$ cat config.mk
export PLATFORM = sky130hd
export DESIGN_NAME = lsu_mem_flat
export DESIGN_NICKNAME = d
export VERILOG_FILES = /design/src/rtl/lsu_mem_if.sv /design/src/rtl/lsu_mem.sv /design/src/flat_wrapper.sv
export SDC_FILE = /design/constraint.sdc
export NUM_CORES = 1
export LEC_CHECK = 0
export ABC_AREA = 1
export CELL_PAD_IN_SITES_DETAIL_PLACEMENT = 0
export CELL_PAD_IN_SITES_GLOBAL_PLACEMENT = 1
export CORE_ASPECT_RATIO = 1.4
export CORE_MARGIN = 2
export CORE_UTILIZATION = 32
export CTS_CLUSTER_SIZE = 25
export DETAILED_ROUTE_END_ITERATION = 6
export PLACE_DENSITY_LB_ADDON = 0.2
export SETUP_SLACK_MARGIN = 0.15
export SYNTH_ARGS = -nofsm -noshare
export SYNTH_HDL_FRONTEND = slang
export SYNTH_SLANG_ARGS = --single-unit
$ cat constraint.sdc
create_clock -name clk -period 4.8 [get_ports clk]
set_clock_uncertainty 0.05 [all_clocks]
set_input_delay 0.96 -clock clk [delete_from_list [all_inputs] [get_ports clk]]
set_output_delay 0.96 -clock clk [all_outputs]
set_load 0.01 [all_outputs]
$ cat src/rtl/lsu_mem_if.sv
// Data-memory port between the load/store unit (master) and the memory (slave).
// The port allows one outstanding request: request/ready accepts the address
// phase, and rvalid returns read data.
interface lsu_mem_if #(
  parameter int ADDR_W = 32,
  parameter int DATA_W = 32
);
  logic              dm_req;
  logic [3:0]        dm_we;
  logic [ADDR_W-1:0] dm_addr;
  logic [DATA_W-1:0] dm_wdata;
  logic              dm_ready;
  logic              dm_rvalid;
  logic [DATA_W-1:0] dm_rdata;

  modport master (
    output dm_req, dm_we, dm_addr, dm_wdata,
    input  dm_ready, dm_rvalid, dm_rdata
  );

  modport slave (
    input  dm_req, dm_we, dm_addr, dm_wdata,
    output dm_ready, dm_rvalid, dm_rdata
  );
endinterface

$ cat src/rtl/lsu_mem.sv
// MEM-stage load/store unit. It decodes the M-stage memory op, issues one
// data-memory access, and holds the pipeline until that access completes.
// Load data is aligned and extended before it is handed to WB.
// DATA_W is fixed at 32.
module lsu_mem #(
  parameter int ADDR_W = 32,
  parameter int DATA_W = 32
) (
  input  logic              clk,
  input  logic              rst_n,
  input  logic              M_valid,
  input  logic [4:0]        M_op,
  input  logic [2:0]        M_f3,
  input  logic [ADDR_W-1:0] M_alu_out,
  input  logic [DATA_W-1:0] M_rs2_data,
  output logic              stall_o,
  output logic              err_o,
  lsu_mem_if.master         dm,
  output logic [DATA_W-1:0] W_ld_data
);

  localparam logic [4:0] OP_LOAD  = 5'b00000;
  localparam logic [4:0] OP_STORE = 5'b01000;

  typedef enum logic [1:0] {IDLE, REQ, WAIT_R, DONE} state_t;

  state_t            state_q;
  logic              dm_req_q;
  logic [3:0]        dm_we_q;
  logic [ADDR_W-1:0] dm_addr_q;
  logic [DATA_W-1:0] dm_wdata_q;
  logic [DATA_W-1:0] ld_data_q;
  logic              err_q;
  logic              is_ld_q;
  logic [2:0]        f3_q;
  logic [1:0]        addr_lo_q;

  logic              is_ld_d;
  logic              is_st_d;
  logic              mem_op_d;
  logic              f3_legal_d;
  logic              misal_d;
  logic              bad_d;
  logic [3:0]        we_d;
  logic [DATA_W-1:0] wdata_d;
  logic [DATA_W-1:0] shifted_d;
  logic [DATA_W-1:0] ld_data_d;

  // Decode the live M-stage op: legality, alignment, strobes and replicated store data.
  always_comb begin
    is_ld_d    = M_valid && (M_op == OP_LOAD);
    is_st_d    = M_valid && (M_op == OP_STORE);
    mem_op_d   = is_ld_d || is_st_d;
    f3_legal_d = 1'b0;
    if (is_ld_d) begin
      f3_legal_d = (M_f3 == 3'b000) || (M_f3 == 3'b001) || (M_f3 == 3'b010) ||
                   (M_f3 == 3'b100) || (M_f3 == 3'b101);
    end else if (is_st_d) begin
      f3_legal_d = (M_f3 == 3'b000) || (M_f3 == 3'b001) || (M_f3 == 3'b010);
    end
    // Access size is encoded in funct3[1:0] for both loads and stores.
    unique case (M_f3[1:0])
      2'b01:   misal_d = M_alu_out[0];
      2'b10:   misal_d = (M_alu_out[1:0] != 2'b00);
      default: misal_d = 1'b0;
    endcase
    bad_d = mem_op_d && (!f3_legal_d || misal_d);

    we_d    = 4'b0000;
    wdata_d = M_rs2_data;
    if (is_st_d) begin
      unique case (M_f3[1:0])
        2'b00: begin
          we_d    = 4'b0001 << M_alu_out[1:0];
          wdata_d = {4{M_rs2_data[7:0]}};
        end
        2'b01: begin
          we_d    = 4'b0011 << {M_alu_out[1], 1'b0};
          wdata_d = {2{M_rs2_data[15:0]}};
        end
        default: begin
          we_d    = 4'b1111;
          wdata_d = M_rs2_data;
        end
      endcase
    end
  end

  // Align the returned word using the latched byte offset, then extend it according to the latched funct3.
  always_comb begin
    shifted_d = dm.dm_rdata >> {addr_lo_q, 3'b000};
    unique case (f3_q)
      3'b000:  ld_data_d = {{24{shifted_d[7]}}, shifted_d[7:0]};
      3'b001:  ld_data_d = {{16{shifted_d[15]}}, shifted_d[15:0]};
      3'b100:  ld_data_d = {24'b0, shifted_d[7:0]};
      3'b101:  ld_data_d = {16'b0, shifted_d[15:0]};
      default: ld_data_d = shifted_d;
    endcase
  end

  // Access FSM. All bus and result outputs are registered here.
  always_ff @(posedge clk) begin
    if (!rst_n) begin
      state_q    <= IDLE;
      dm_req_q   <= 1'b0;
      dm_we_q    <= 4'b0000;
      dm_addr_q  <= '0;
      dm_wdata_q <= '0;
      ld_data_q  <= '0;
      err_q      <= 1'b0;
      is_ld_q    <= 1'b0;
      f3_q       <= 3'b000;
      addr_lo_q  <= 2'b00;
    end else begin
      err_q <= 1'b0;
      unique case (state_q)
        IDLE: begin
          if (mem_op_d) begin
            if (bad_d) begin
              // The faulting instruction retires without a memory access.
              err_q <= 1'b1;
            end else begin
              dm_req_q   <= 1'b1;
              dm_we_q    <= we_d;
              dm_addr_q  <= {M_alu_out[ADDR_W-1:2], 2'b00};
              dm_wdata_q <= wdata_d;
              is_ld_q    <= is_ld_d;
              f3_q       <= M_f3;
              addr_lo_q  <= M_alu_out[1:0];
              state_q    <= REQ;
            end
          end
        end
        REQ: begin
          if (dm.dm_ready) begin
            dm_req_q <= 1'b0;
            state_q  <= is_ld_q ? WAIT_R : DONE;
          end
        end
        WAIT_R: begin
          if (dm.dm_rvalid) begin
            ld_data_q <= ld_data_d;
            state_q   <= DONE;
          end
        end
        DONE: state_q <= IDLE;
        default: state_q <= IDLE;
      endcase
    end
  end

  // Stall is combinational so it covers the first cycle of the op. It is released in DONE or for a faulting op.
  always_comb begin
    stall_o = rst_n && mem_op_d && (state_q != DONE) && !((state_q == IDLE) && bad_d);
  end

  assign err_o       = err_q;
  assign W_ld_data   = ld_data_q;
  assign dm.dm_req   = dm_req_q;
  assign dm.dm_we    = dm_we_q;
  assign dm.dm_addr  = dm_addr_q;
  assign dm.dm_wdata = dm_wdata_q;

endmodule
$ cat src/flat_wrapper.sv
// flat-port wrapper written by rule: the top's interface ports become plain ports
module lsu_mem_flat 
#(
  parameter int ADDR_W = 32,
  parameter int DATA_W = 32
)
  (clk, rst_n, M_valid, M_op, M_f3, M_alu_out, M_rs2_data, stall_o, err_o, W_ld_data, dm_dm_req, dm_dm_we, dm_dm_addr, dm_dm_wdata, dm_dm_ready, dm_dm_rvalid, dm_dm_rdata);
  lsu_mem_if #(.ADDR_W(ADDR_W), .DATA_W(DATA_W)) dm_i ();
  input  logic clk;
  input  logic rst_n;
  input  logic M_valid;
  input  logic [4:0] M_op;
  input  logic [2:0] M_f3;
  input  logic [ADDR_W-1:0] M_alu_out;
  input  logic [DATA_W-1:0] M_rs2_data;
  output logic stall_o;
  output logic err_o;
  output logic [DATA_W-1:0] W_ld_data;
  output wire logic [$bits(dm_i.dm_req)-1:0] dm_dm_req;
  output wire logic [$bits(dm_i.dm_we)-1:0] dm_dm_we;
  output wire logic [$bits(dm_i.dm_addr)-1:0] dm_dm_addr;
  output wire logic [$bits(dm_i.dm_wdata)-1:0] dm_dm_wdata;
  input wire logic [$bits(dm_i.dm_ready)-1:0] dm_dm_ready;
  input wire logic [$bits(dm_i.dm_rvalid)-1:0] dm_dm_rvalid;
  input wire logic [$bits(dm_i.dm_rdata)-1:0] dm_dm_rdata;
  assign dm_dm_req = dm_i.dm_req;
  assign dm_dm_we = dm_i.dm_we;
  assign dm_dm_addr = dm_i.dm_addr;
  assign dm_dm_wdata = dm_i.dm_wdata;
  assign dm_i.dm_ready = dm_dm_ready;
  assign dm_i.dm_rvalid = dm_dm_rvalid;
  assign dm_i.dm_rdata = dm_dm_rdata;
  lsu_mem #(.ADDR_W(ADDR_W), .DATA_W(DATA_W)) u_core (.clk(clk), .rst_n(rst_n), .M_valid(M_valid), .M_op(M_op), .M_f3(M_f3), .M_alu_out(M_alu_out), .M_rs2_data(M_rs2_data), .stall_o(stall_o), .err_o(err_o), .dm(dm_i), .W_ld_data(W_ld_data));
endmodule
Word-level counts from Yosys, hierarchy flattened --
Index checks and enable logic that the tools add are counted. Widths: inputs -> output; s select.
Word-level totals: register bits after elaboration 108, latch bits 0, memory bits (writable) 0, bits in read-only memories 0, input bits 109, output and inout bits 103, word-level logic and storage cells 78, memories kept 0
Cells by class: add/subtract/negate cells 0, multipliers 0, divide/modulo/power cells 0, magnitude comparators 0, eq/ne operators 18, shifts and indexed selects 3, mux-type cells 19, bitwise gates (word level) 1, reductions and logical operators 27
Operators with widths (count):
- $pmux 32 s4 | 1
- $pmux 32 s2 | 1
- $mux 32 | 1
- $shr 32x5->32 | 1
- $eq 3x3->1 const B | 4
- $mux 2 | 4
- $ne 2x2->1 const B | 4
- $pmux 2 s4 | 1
- $pmux 4 s2 | 1
- $reduce_and 4->1 | 2
- $logic_and 1x1->1 | 7
- $mux 1 | 7
- $eq 2x2->1 const B | 3
- $eq 3x1->1 const B | 2
- $logic_not 3->1 | 2
- $logic_or 1x1->1 | 6
- $reduce_and 3->1 | 2
- $eq 5x4->1 const B | 1
- $logic_not 5->1 | 1
- $eq 2x1->1 const B | 2
- $logic_not 2->1 | 2
- $mux 4 | 1
- $pmux 1 s2 | 2
- $reduce_bool 2->1 | 2
- other kinds (7) | 8

Logic depth before layout (Yosys ltp) --
word-level depth 12, depth in mapped cells 13, mapped depth without buffers 12

Worst setup path after synthesis --
OpenSTA, ideal clock, no wires.
path type input to output, from in M_f3[0], to out stall_o, arrival 1.837 ns, required time 3.790 ns, slack 1.953 ns, stages 8, path buffers 1, cells stage by stage inv_1 -> ha_1 -> buf_4 -> nor2_2 -> a21oi_2 -> nand2_1 -> nand2_1 -> and3_1
On the way: word-level cells in the longest chain between the ends 12, elaborated cells between the ends (all ways) 20, classes of those cells eq/ne: 6; mux: 3; reduce/logical: 11
RTL lines:
- start: declaration | line flat_wrapper.sv:13 | input logic [2:0] M_f3;
- $eq 3x1->1 or $logic_not 3->1 (tied branches) | line lsu_mem.sv:56, lsu_mem.sv:59
- $logic_or 1x1->1 (2 in a row) | line lsu_mem.sv:56, lsu_mem.sv:59
- $logic_or 1x1->1 | line lsu_mem.sv:56 | f3_legal_d = (M_f3 == 3'b000) || (M_f3 == 3'b001) || (M_f3 == 3'b010) ||
- $logic_or 1x1->1 | line lsu_mem.sv:57 | (M_f3 == 3'b100) || (M_f3 == 3'b101);
- $mux 1 | line lsu_mem.sv:55 | if (is_ld_d) begin
- $logic_not 1->1 | line lsu_mem.sv:67 | bad_d = mem_op_d && (!f3_legal_d || misal_d);
- $logic_or 1x1->1 * | line lsu_mem.sv:67
- $logic_and 1x1->1 * | line lsu_mem.sv:67
- $logic_and 1x1->1 * | line lsu_mem.sv:154 | stall_o = rst_n && mem_op_d && (state_q != DONE) && !((state_q == IDLE) && bad_d);
- $logic_not 1->1 * | line lsu_mem.sv:154
- $logic_and 1x1->1 * | line lsu_mem.sv:154
- end: declaration | line flat_wrapper.sv:16 | output logic stall_o;
Every way passes the cells marked *; elsewhere a longest branch is shown, timed or not.

Final worst setup path --
from in M_f3[1], to out stall_o
The elaborated chain is that of the path after synthesis.

==> results.py <==
metrics = {
    "die": {
        "rows": 55,
        "boundaryPins": 212,
        "core_region_area_um2": 16170,
        "initial_core_util_pct": 32.64,
        "die_w_um": 112.6,
        "die-area_um2": 17550,
        "die_h_um": 156.0,
    },
    "synthesis": {
        "yosysSeqAreaShare_pct": 40.96,
        "ys_ff_latch": 108,
        "synth_edf_count": 0,
        "synth.avg_cell_area_um2": 7.095,
        "async_reset_ff_share_pct": 0,
        "synth_xor_area_share_pct": 0,
        "yosys.area_share.adder_pct": 1.896,
        "synth-compound-area-share_pct": 22.66,
        "netlist_area_um2": 5279,
        "ys_warn_count": 0,
        "yosys.area_share.simple_pct": 25.17,
        "ys.flop_type": "dfxtp_1",
        "synthMuxAreaShare_pct": 0,
        "netlist_instances": 744,
        "synth_top_family_by_area": "simple AND/OR/NAND/NOR gates",
        "synth.distinct_cells": 34,
    },
    "timing": {
        "rsz0062_at_grt": "false",
        "maxSlewHeadroom_pct": 45.87,
        "setup_viol": 0,
        "final_max_slew_viol_count": 0,
        "hold_ws_ps": 429.5,
        "fmax_mhz": 245.8,
        "min_period_ps": 4068,
        "worst_slew_pin_slew_ps": 807.6,
        "fin_crit_sh_pct": 84.74,
        "hold_viol_final": 0,
        "finalSetupTns_ps": 0,
    },
    "route": {
        "avgViaCountPerCell": 4.697,
        "vias": 5298,
        "drt-initial-drc-count": 308,
        "wl_per_cell_um": 15.40,
        "drc_errors": 0,
        "postRouteAntennaNets": 0,
        "wl_mm": 17.37,
        "drt_pass1_iterations": 4,
    },
    "critical_path": {
        "cp-start-kind": "input port",
        "crit_type": "input port to primary output",
        "path_cells": "clkdlybuf4s50_1, inv_1, ha_1, nor2_2, a21oi_2, nand2_1, nand2_1, and3_1, clkdlybuf4s50_1",
        "startpoint": "M_f3[1]",
        "crit_arrival_ps": 3060,
        "end_kind": "primary output",
        "worstPathRequired_ps": 3790,
        "critPathSlowestCell": "clkdlybuf4s50_1",
        "max_stage_delay_ps": 540,
        "r2r-start": "u_core.state_q[0]$_SDFFE_PN0P_",
        "worstPathMaxFanout": 12,
    },
    "clock_network": {
        "hold_buffers": 0,
        "post-cts-setup-buffer-count": 0,
        "cts_max_path_buffers": 2,
        "root_buffer": "clkbuf_16",
        "cts_resized": 0,
        "clk_latency_ps": 360,
        "htree_levels": 3,
        "cts_tree": "yes",
        "cts_buffers": 9,
        "clkSinkCount": 108,
        "clk_pin_slew_ps": 80,
    },
    "global_routing": {
        "gr-total-overflow": 0,
        "antenna_found_initial": 0,
        "first_global_vias": 5041,
        "grtUsageTotal_pct": 19.36,
        "grt_pass1_wl_mm": 27.04,
        "grt_max_degree": 82,
    },
    "finish": {
        "final_cell_mix": "clkdlybuf4s50_1 (208), nor2_1 (162), nand2_1 (126)",
        "final_util_pct": 47.96,
        "layout_commonest_cell": "clkdlybuf4s50_1",
        "drive_above_1_share_pct": 6.351,
        "syn_to_final_growth_pct": 46.93,
        "design_area_um2": 7756,
        "diodes": 0,
        "final_nets": 1041,
    },
    "hold_path": {
        "min_path_type": "flop to flop",
        "min_from": "u_core.dm.dm_addr[28]$_SDFFE_PN0P_",
    },
    "power_and_ir_drop": {
        "p_per_area_nw_per_um2": 261.5,
        "p_leak_uw": 0.003437,
        "total_power_uw": 2028,
        "vdd_drop_max_uv": 150.4,
    },
    "placed_design": {
        "dpl_cell_area_um2": 7446,
        "post-dp-hpwl_mm": 12.29,
        "place_congestion": 0.7631,
        "portBuffers": 209,
    },
    "run": {
        "drv_cap": 0,
    },
    "status": {
        "status": "complete, no violations",
    },
}
registers in the layout (all words and copies together), names as in the netlist:
name                flops
u_core.dm.dm_req        1
u_core.state_q          2
u_core.dm.dm_addr      30
u_core.f3_q             3
u_core.W_ld_data       32
u_core.dm.dm_we         4
u_core.dm.dm_wdata     32
u_core.addr_lo_q        2
u_core.err_o            1
u_core.is_ld_q          1
cell usage after synthesis, types with 2 or more instances:
library cell / number / share of area, %
inv_1: 60 / 4.3
inv_2: 3 / 0.21
dfxtp_1: 108 / 41
a21oi_1: 5 / 0.47
o211ai_1: 21 / 3.0
nand2_1: 126 / 9.0
buf_6: 2 / 0.43
clkbuf_1: 27 / 1.9
nor2_1: 162 / 12
o21ai_0: 95 / 9.0
ha_1: 8 / 1.9
buf_2: 10 / 0.95
or2_2: 14 / 1.7
nand3_1: 14 / 1.3
o21bai_2: 9 / 1.9
nand2_4: 2 / 0.43
a22o_1: 8 / 1.3
o21bai_1: 32 / 4.6
nor2_2: 3 / 0.36
a31oi_1: 7 / 0.83
buf_4: 9 / 1.3
a21o_1: 7 / 1.0
worst max-delay path: cells and delay by family:
kind / cells / cell delay [ps]
AO/OA/AOI/OAI: 1 / 160
adder cells (fa/ha/maj): 1 / 420
buffers and inverters: 3 / 1090
AND/OR/NAND/NOR: 4 / 430
per-stage QoR:
step | setup WS, ps | std cells
finish | 732.3 | 1128
detailed placement | 744.4 | 1112
CTS | 730.5 | 1128
global route | 545.1 | 1128
floorplan | 1953 | 745
global placement | 791.3 | 1112
report_power, final:
part	switching, uW	total [uW]	leakage [uW]	internal [uW]
Combinational	145	308	0.00241	163
Clock	364	792	0.000152	428
Sequential	13.8	928	0.000871	914
routing by layer:
metal | vias up | part of all wire, % | global-route usage [%]
li1 | 2753 | - | -
met1 | 2377 | 42 | 22.77
met5 | - | 0 | 0
met2 | 149 | 50 | 33.96
met4 | 0 | 1.9 | 5.981
met3 | 19 | 6.3 | 5.478
final cells by class:
class                           count  area, um^2
Clock buffer                       11       242.7
Clock inverter                      5       67.56
Fill cell                        1666        8416
Inverter                           64       242.7
Multi-Input combinational cell    524        2633
Sequential cell                   108        2162
Tap cell                          199       249.0
Timing Repair Buffer              217        2160
path summary, 6_finish.rpt:
path / depth (start not counted) / slack (ps) / to
worst min register to register: 2 / 430 / u_core.dm.dm_addr[28]$_SDFFE_PN0P_
worst max-delay path: 9 / 730 / stall_o
worst min-delay path: 2 / 430 / u_core.dm.dm_addr[28]$_SDFFE_PN0P_
worst max register to register: 8 / 2330 / u_core.W_ld_data[25]$_SDFFE_PN0P_
cells by family after synthesis:
logic type | Yosys count
other cells | 1
fa+ha+maj | 8
simple gates | 326
flops | 108
compound gates | 188
buf+inv | 113
Note: power is estimated with default switching activity, not from simulation.
